[config.mk]
export PLATFORM = sky130hd
export DESIGN_NAME = wb_arb3_ctrl
export DESIGN_NICKNAME = d
export VERILOG_FILES = /design/src/rtl/wb_arb3_ctrl.sv
export SDC_FILE = /design/constraint.sdc
export NUM_CORES = 1
export LEC_CHECK = 0
export ABC_AREA = 1
export ABC_CLOCK_PERIOD_IN_PS = 1450
export CELL_PAD_IN_SITES_DETAIL_PLACEMENT = 2
export CELL_PAD_IN_SITES_GLOBAL_PLACEMENT = 2
export CORE_MARGIN = 2
export CORE_UTILIZATION = 10
export CTS_CLUSTER_DIAMETER = 150
export DETAILED_ROUTE_END_ITERATION = 10
export PLACE_DENSITY_LB_ADDON = 0.1
export SYNTH_ARGS = -nofsm -noshare
export SYNTH_HDL_FRONTEND = slang
export SYNTH_SLANG_ARGS = --single-unit
export TNS_END_PERCENT = 30
[constraint.sdc]
create_clock -name wb_clk -period 1.45 [get_ports wb_clk]
set_input_delay 0.3625 -clock wb_clk [delete_from_list [all_inputs] [get_ports wb_clk]]
set_output_delay 0.3625 -clock wb_clk [all_outputs]
set_load 0.1 [all_outputs]
[src/rtl/wb_arb3_ctrl.sv]
// wb_arb3_ctrl: three-master Wishbone arbiter with a round-robin grant held for the owner's whole cycle.
// Optional slave-stall watchdog is compiled in when WB_ARB3_WATCHDOG_EN is defined.
module wb_arb3_ctrl #(
  parameter int unsigned TIMEOUT = 255
) (
  input  logic        wb_clk,
  input  logic        wb_rst_n,
  input  logic [95:0] m_adr_i,
  input  logic [95:0] m_dat_i,
  input  logic [11:0] m_sel_i,
  input  logic [2:0]  m_we_i,
  input  logic [2:0]  m_cyc_i,
  input  logic [2:0]  m_stb_i,
  input  logic [8:0]  m_cti_i,
  input  logic [5:0]  m_bte_i,
  output logic [31:0] m_dat_o,
  output logic [2:0]  m_ack_o,
  output logic [2:0]  m_err_o,
  output logic [2:0]  m_rty_o,
  output logic [31:0] s_adr_o,
  output logic [31:0] s_dat_o,
  output logic [3:0]  s_sel_o,
  output logic        s_we_o,
  output logic        s_cyc_o,
  output logic        s_stb_o,
  output logic [2:0]  s_cti_o,
  output logic [1:0]  s_bte_o,
  input  logic [31:0] s_dat_i,
  input  logic        s_ack_i,
  input  logic        s_err_i,
  input  logic        s_rty_i,
  output logic [2:0]  grant_o,
  output logic        timeout_o,
  output logic        state_o
);

  // Handshake: a beat completes in any cycle where s_cyc_o & s_stb_o are high and the
  // slave answers with s_ack_i, s_err_i or s_rty_i; the arbiter registers no beat data.
  typedef enum logic {
    ST_IDLE = 1'b0,
    ST_OWN  = 1'b1
  } state_t;

  state_t      r_state;
  state_t      w_state_nxt;
  logic [2:0]  r_grant;
  logic [2:0]  w_grant_nxt;
  logic [1:0]  r_last;
  logic [1:0]  w_last_nxt;
  logic [2:0]  w_pick;
  logic [1:0]  w_own_idx;
  logic        w_own;
  logic        w_own_cyc;
  logic        w_own_stb;
  logic        w_wd_fire;
  logic [31:0] w_adr;
  logic [31:0] w_dat;
  logic [3:0]  w_sel;
  logic        w_we;
  logic [2:0]  w_cti;
  logic [1:0]  w_bte;

  assign w_own     = (r_state == ST_OWN);
  assign w_own_cyc = |(r_grant & m_cyc_i);
  assign w_own_stb = |(r_grant & m_stb_i);

  always_comb begin
    w_own_idx = 2'd0;
    if (r_grant[1]) begin
      w_own_idx = 2'd1;
    end else if (r_grant[2]) begin
      w_own_idx = 2'd2;
    end
  end

  // Search starts at the master after the last owner and wraps around.
  always_comb begin
    w_pick = 3'b000;
    case (r_last)
      2'd0: begin
        if      (m_cyc_i[1]) w_pick = 3'b010;
        else if (m_cyc_i[2]) w_pick = 3'b100;
        else if (m_cyc_i[0]) w_pick = 3'b001;
      end
      2'd1: begin
        if      (m_cyc_i[2]) w_pick = 3'b100;
        else if (m_cyc_i[0]) w_pick = 3'b001;
        else if (m_cyc_i[1]) w_pick = 3'b010;
      end
      default: begin
        if      (m_cyc_i[0]) w_pick = 3'b001;
        else if (m_cyc_i[1]) w_pick = 3'b010;
        else if (m_cyc_i[2]) w_pick = 3'b100;
      end
    endcase
  end

  always_comb begin
    w_state_nxt = r_state;
    w_grant_nxt = r_grant;
    w_last_nxt  = r_last;
    case (r_state)
      ST_IDLE: begin
        if (|m_cyc_i) begin
          w_state_nxt = ST_OWN;
          w_grant_nxt = w_pick;
        end
      end
      ST_OWN: begin
        if (!w_own_cyc) begin
          w_state_nxt = ST_IDLE;
          w_grant_nxt = 3'b000;
          w_last_nxt  = w_own_idx;
        end
      end
      default: begin
        w_state_nxt = ST_IDLE;
        w_grant_nxt = 3'b000;
      end
    endcase
  end

  always_ff @(posedge wb_clk or negedge wb_rst_n) begin
    if (!wb_rst_n) begin
      r_state <= ST_IDLE;
      r_grant <= 3'b000;
      r_last  <= 2'd2;
    end else begin
      r_state <= w_state_nxt;
      r_grant <= w_grant_nxt;
      r_last  <= w_last_nxt;
    end
  end

  always_comb begin
    w_adr = m_adr_i[31:0];
    w_dat = m_dat_i[31:0];
    w_sel = m_sel_i[3:0];
    w_we  = m_we_i[0];
    w_cti = m_cti_i[2:0];
    w_bte = m_bte_i[1:0];
    case (w_own_idx)
      2'd1: begin
        w_adr = m_adr_i[63:32];
        w_dat = m_dat_i[63:32];
        w_sel = m_sel_i[7:4];
        w_we  = m_we_i[1];
        w_cti = m_cti_i[5:3];
        w_bte = m_bte_i[3:2];
      end
      2'd2: begin
        w_adr = m_adr_i[95:64];
        w_dat = m_dat_i[95:64];
        w_sel = m_sel_i[11:8];
        w_we  = m_we_i[2];
        w_cti = m_cti_i[8:6];
        w_bte = m_bte_i[5:4];
      end
      default: begin
      end
    endcase
  end

`ifdef WB_ARB3_WATCHDOG_EN
  localparam logic [7:0] LP_TIMEOUT = 8'(TIMEOUT);

  logic [7:0] r_wd_cnt;
  logic       r_timeout;
  logic       w_resp;

  assign w_resp    = s_ack_i | s_err_i | s_rty_i;
  // A genuine slave response in the limit cycle wins over the forced error.
  assign w_wd_fire = w_own && w_own_stb && !w_resp && (r_wd_cnt == LP_TIMEOUT);

  always_ff @(posedge wb_clk or negedge wb_rst_n) begin
    if (!wb_rst_n) begin
      r_wd_cnt  <= 8'd0;
      r_timeout <= 1'b0;
    end else begin
      if (!w_own || !w_own_stb || w_resp || w_wd_fire) begin
        r_wd_cnt <= 8'd0;
      end else begin
        r_wd_cnt <= r_wd_cnt + 8'd1;
      end
      if (w_wd_fire) begin
        r_timeout <= 1'b1;
      end
    end
  end

  assign timeout_o = r_timeout;
`else
  assign w_wd_fire = 1'b0;
  assign timeout_o = 1'b0;
`endif

  assign s_adr_o = w_adr;
  assign s_dat_o = w_dat;
  assign s_sel_o = w_sel;
  assign s_we_o  = w_we;
  assign s_cti_o = w_cti;
  assign s_bte_o = w_bte;
  assign s_cyc_o = w_own & w_own_cyc;
  assign s_stb_o = w_own & w_own_stb & ~w_wd_fire;

  assign m_dat_o = s_dat_i;
  assign m_ack_o = w_own ? (r_grant & {3{s_ack_i}}) : 3'b000;
  assign m_err_o = w_own ? (r_grant & {3{s_err_i | w_wd_fire}}) : 3'b000;
  assign m_rty_o = w_own ? (r_grant & {3{s_rty_i}}) : 3'b000;

  assign grant_o = r_grant;
  assign state_o = r_state;

endmodule

# Word-level counts from Yosys, hierarchy flattened
# Index checks and enable logic that the tools add are counted.
# totals
ff_bits,6
elab_cells,50
# op_classes
eq_ne,5
n_mux,27
n_bitwise,9
reduce_logical,6
# ops
operator,count
32-bit one-hot mux with 2 select lines,2
3-bit 2-to-1 mux,11
3-bit one-hot mux with 2 select lines,3
3-bit bitwise AND,5
3-bit OR reduction,3
2-bit 2-to-1 mux,4
4-bit one-hot mux with 2 select lines,1
"2-bit by 1-bit equality test with 1-bit output, second input constant",2
"2-bit != test, second input constant",2
1-bit one-hot mux with 2 select lines,2
2-bit one-hot mux with 2 select lines,1
2-bit AND reduction,2
1-bit 2-to-1 mux,3
1-bit bitwise AND,2
"2-bit equality test, second input constant",1
2-bit zero test,1
1-bit NOT,2

# Logic depth before layout (Yosys ltp)
# depth
word_depth,6
depth_mapped,6
ltp_nobuf,5

# Least setup slack after synthesis
# OpenSTA, ideal clock, no wires.
# synth_timing
kind,register -> output
startpoint,register r_grant[2] (netlist: grant_o[2])
endpoint,output port m_ack_o[2]
arrival_ps,2735
required_ps,1087
setup_slack_ps,-1648
path_stages_with_launch,5
n_path_buf,2
path_cell_list,dfrtp_1 buf_4 buf_4 nand2_1 nor2_1
# synth_between
elab_chain_cells,2
# synth_rtl
item,line_no,rtl
"start, declared",46,logic [2:0] r_grant;
"start signal, assigned",130,r_grant <= w_grant_nxt;
3-bit bitwise AND,207,assign m_ack_o = w_own ? (r_grant & {3{s_ack_i}}) : 3'b000;
3-bit 2-to-1 mux,207,
"end, declared",17,"output logic [2:0] m_ack_o,"
# No other way between the ends.

# Worst setup path in the final report
# layout_timing
startpoint,register r_grant[2] (netlist: grant_o[2])
endpoint,output port s_dat_o[19]
# layout_between
elab_chain_cells,4
elab_cells_between_ends,5
# layout_rtl
item,line_no,rtl
2-bit 2-to-1 mux *,71,end else if (r_grant[2]) begin
2-bit 2-to-1 mux *,69,if (r_grant[1]) begin
2-bit equality test or 2-bit by 1-bit equality test with 1-bit output (tied branches),142,case (w_own_idx)
32-bit one-hot mux with 2 select lines *,142,
"end, declared",21,"output logic [31:0] s_dat_o,"
# Every way passes the cells marked *; elsewhere a longest branch is shown, timed or not.

==> results.py <==
metrics = {
    "outcome": {
        "status": "finished with violations",
        "violations": "negative setup slack",
    },
    "setup_path": {
        "critical_path_class": "register to primary output",
        "r2r_slack_ns": 0.11,
        "cp.depth": 6,
        "cp-startpoint": "grant_o[2]$_DFFE_PN0P_",
        "r2r-start": "grant_o[1]$_DFFE_PN0P_",
        "cp_data_required_time_ns": 1.09,
        "critPathLaunchType": "register",
        "worst-path-max-fanout": 13,
        "reg2reg_depth": 6,
        "r2r_end": "r_last[0]$_DFFE_PN0P_",
        "slowest_stage": "dfrtp_4",
        "cp_top_family": "buffers and inverters",
        "crit_top_cell": "buf_12",
        "crit_buf_inv": 3,
        "slowest_delay_ns": 0.50,
        "worstPathArrival_ns": 1.58,
        "path_cells": "nor2_4, buf_12, buf_12, a22oi_2, nand2_4, buf_12",
        "end_kind": "primary output",
        "cp-endpoint": "s_dat_o[19]",
    },
    "place": {
        "pre_cts_slack_ns": -0.356,
        "place_hpwl_microns": 15800,
        "dpl_cell_area_sq_mm": 0.00747,
        "numPortBuffers": 321,
        "gp_congestion": 0.755,
    },
    "clock_network": {
        "clk_path_buf_depth": 2,
        "root_buffer": "clkbuf_16",
        "cts_tree": "done",
        "cts.reportedPaths.clkPinSlew_ns": 0.04,
        "htreeDepth": 1,
        "cts_buffers": 3,
        "insertion_delay_ns": 0.23,
        "cts.sink_count": 6,
    },
    "synth": {
        "yosys_register_bits": 6,
        "synthArstFlopShare_pct": 100,
        "syn-num-nets": 620,
        "avgSynthCellArea_sq_um": 6.76,
        "synthCells": 355,
        "synth_top_area_share_pct": 31.3,
        "synth_area_sq_mm": 0.00240,
        "yosysMostFrequentCell": "nand2_1",
        "yosysWarnings": 0,
        "synth_top_area_cell": "a22oi_2",
        "netlist_top_cells_area": "a22oi_2 (31%), nand3_1 (16%), nand2_1 (15%)",
        "synth_cell_types": 19,
        "synth_edf_count": 0,
        "synth_flop_cell": "dfrtp_1",
        "synthTopCellsByCount": "nand2_1 (98), nand3_1 (79), a22oi_2 (60)",
        "yosysSeqAreaShare_pct": 6.31,
    },
    "sta": {
        "setup_ws_ns": -0.496,
        "post-route-min-period_ns": 1.95,
        "max_freq_mhz": 514,
        "setup_tns_ns": -37.23,
        "rsz0062_at_grt": "yes",
        "setup_viol": 87,
        "fin_crit_sh_pct": 134,
        "drv_slew": 0,
        "hold_viol": 0,
        "fin_worst_skew_ns": 0.00239,
    },
    "final_layout": {
        "final_cell_area_sq_mm": 0.00773,
        "nFillCells": 2585,
        "final_layout_size_suffix_gt1_share_pct": 46.3,
        "area_growth_syn_to_layout_pct": 222,
        "diodes": 0,
        "nets": 914,
    },
    "global_routing": {
        "grt_pass1_vias": 4368,
        "grt_max_degree": 42,
        "grtUsageTotal_pct": 14.3,
        "antenna_found_initial": 0,
        "grt_pass1_wl_microns": 28500,
        "grt_overflow_total": 0,
    },
    "power_and_ir_drop": {
        "p_leak_nw": 2.93,
        "ir_drop_v": 0.00115,
        "total_power_mw": 22.0,
        "power_density_mw_per_mm2": 2840,
    },
    "floorplan": {
        "die_height_microns": 159,
        "core_sq_mm": 0.0235,
        "io_pins": 387,
        "start_util_pct": 10.2,
        "die_w_microns": 159,
        "die_area_sq_mm": 0.0253,
        "rows": 56,
    },
    "detailed_routing": {
        "drc": 0,
        "drt-vias-per-instance": 4.02,
        "num_vias": 3889,
        "ant_nets": 0,
        "drt-total-wl_microns": 18800,
        "drtIter0Drc": 83,
        "routedWlPerCell_microns": 19.4,
        "firstDrtPassIters": 4,
    },
    "worst_hold_path": {
        "hold_class": "input pin to asynchronous set/reset pin",
    },
    "run": {
        "maxCapViolCount": 0,
    },
}
## cell families after synthesis
| kind of cell | after synthesis | synth area share [%] |
|---|---|---|
| flip-flops | 6 | 6.31 |
| AND/OR/NAND/NOR | 194 | 35.2 |
| other | 1 | 0.156 |
| AO/OA/AOI/OAI | 78 | 36.6 |
| buffers and inverters | 76 | 21.7 |
## metal layers
layer / vias to the layer above / track usage, % / wire (microns)
li1: 1819 / - / -
met5: - / 0 / 0
met3: 18 / 2.58 / 987
met2: 154 / 27.9 / 10400
met1: 1898 / 16.5 / 7210
met4: 0 / 1.86 / 201
## sequential cells by signal (all words and copies together) (netlist names)
| register | count |
|---|---|
| grant_o | 3 |
| r_last | 2 |
| state_o | 1 |
## where the power goes
group	leakage [nW]	switching [mW]	internal, mW
Combinational	2.83	13.4	7.66
Sequential	0.0687	0.178	0.271
Clock	0.0382	0.100	0.365
## layout by cell type (no fill, tap or decap), drive strengths merged
| cell type | synthesis | layout |
|---|---|---|
| a22oi | 74 | 74 |
| buf | 61 | 124 |
| clkbuf | 7 | 5 |
| clkdlybuf4s50 | 0 | 230 |
| clkinvlp | 0 | 2 |
| conb | 1 | 1 |
| dfrtp | 5 | 5 |
| dfstp | 1 | 1 |
| dlygate4sd2 | 0 | 2 |
| inv | 8 | 6 |
| nand2 | 98 | 98 |
| nand3 | 79 | 79 |
| nand4 | 2 | 2 |
| nor2 | 15 | 15 |
| o21ai | 3 | 3 |
| o21bai | 1 | 1 |
## metrics by stage
| stage | std cells | hold WS (ns) | util (%) |
|---|---|---|---|
| 3_5_place_dp | 960 | 0.516 | 31.7 |
| 3_3_place_gp | 960 | 0.482 | 31.7 |
| 5_1_grt | 967 | 0.424 | 32.8 |
| 2_1_floorplan | 355 | 0.0669 | - |
| 4_1_cts | 966 | 0.412 | 32.5 |
| 6_report | 967 | 0.421 | 32.8 |
## final cells by class
type                            instances  area, sq um  area share (%)
Sequential cell                         6          166            2.15
Inverter                                8         37.5           0.485
Timing Repair Buffer                  357         4610            59.7
Multi-Input combinational cell        273         2440            31.5
Clock buffer                            4         78.8            1.02
Tap cell                              319          399            5.16
## what timing repair did
item | in CTS | in global routing
setup endpoints to repair | 92 | 92
pin swaps | 8 | 5
buffers inserted | 1 | 0
gates cloned | 1 | 1
hold endpoints to repair | 0 | 0
hold buffers | 0 | 0
gates resized for setup | 26 | 9
## worst register-to-register path: stages, from the launching register on
cell     delay (ns)
dfrtp_4        0.51
buf_6          0.19
nand2_1        0.10
buf_4          0.12
nand4_4        0.14
nand2_1        0.09
o21ai_1        0.07
## worst min-delay path by stage
stage                           from                     end  slack [ns]  cells after the start
6_report                    wb_rst_n  grant_o[0]$_DFFE_PN0P_        0.42                      1
5_1_grt                     wb_rst_n  grant_o[0]$_DFFE_PN0P_        0.42                      1
4_1_cts                     wb_rst_n  grant_o[0]$_DFFE_PN0P_        0.41                      1
3_5_place_dp   r_last[1]$_DFFE_PN1P_   r_last[1]$_DFFE_PN1P_        0.52                      2
3_3_place_gp   r_last[0]$_DFFE_PN0P_   r_last[0]$_DFFE_PN0P_        0.48                      2
2_1_floorplan               wb_rst_n  grant_o[1]$_DFFE_PN0P_        0.07                      0
Note: power is estimated with default switching activity, not from simulation.
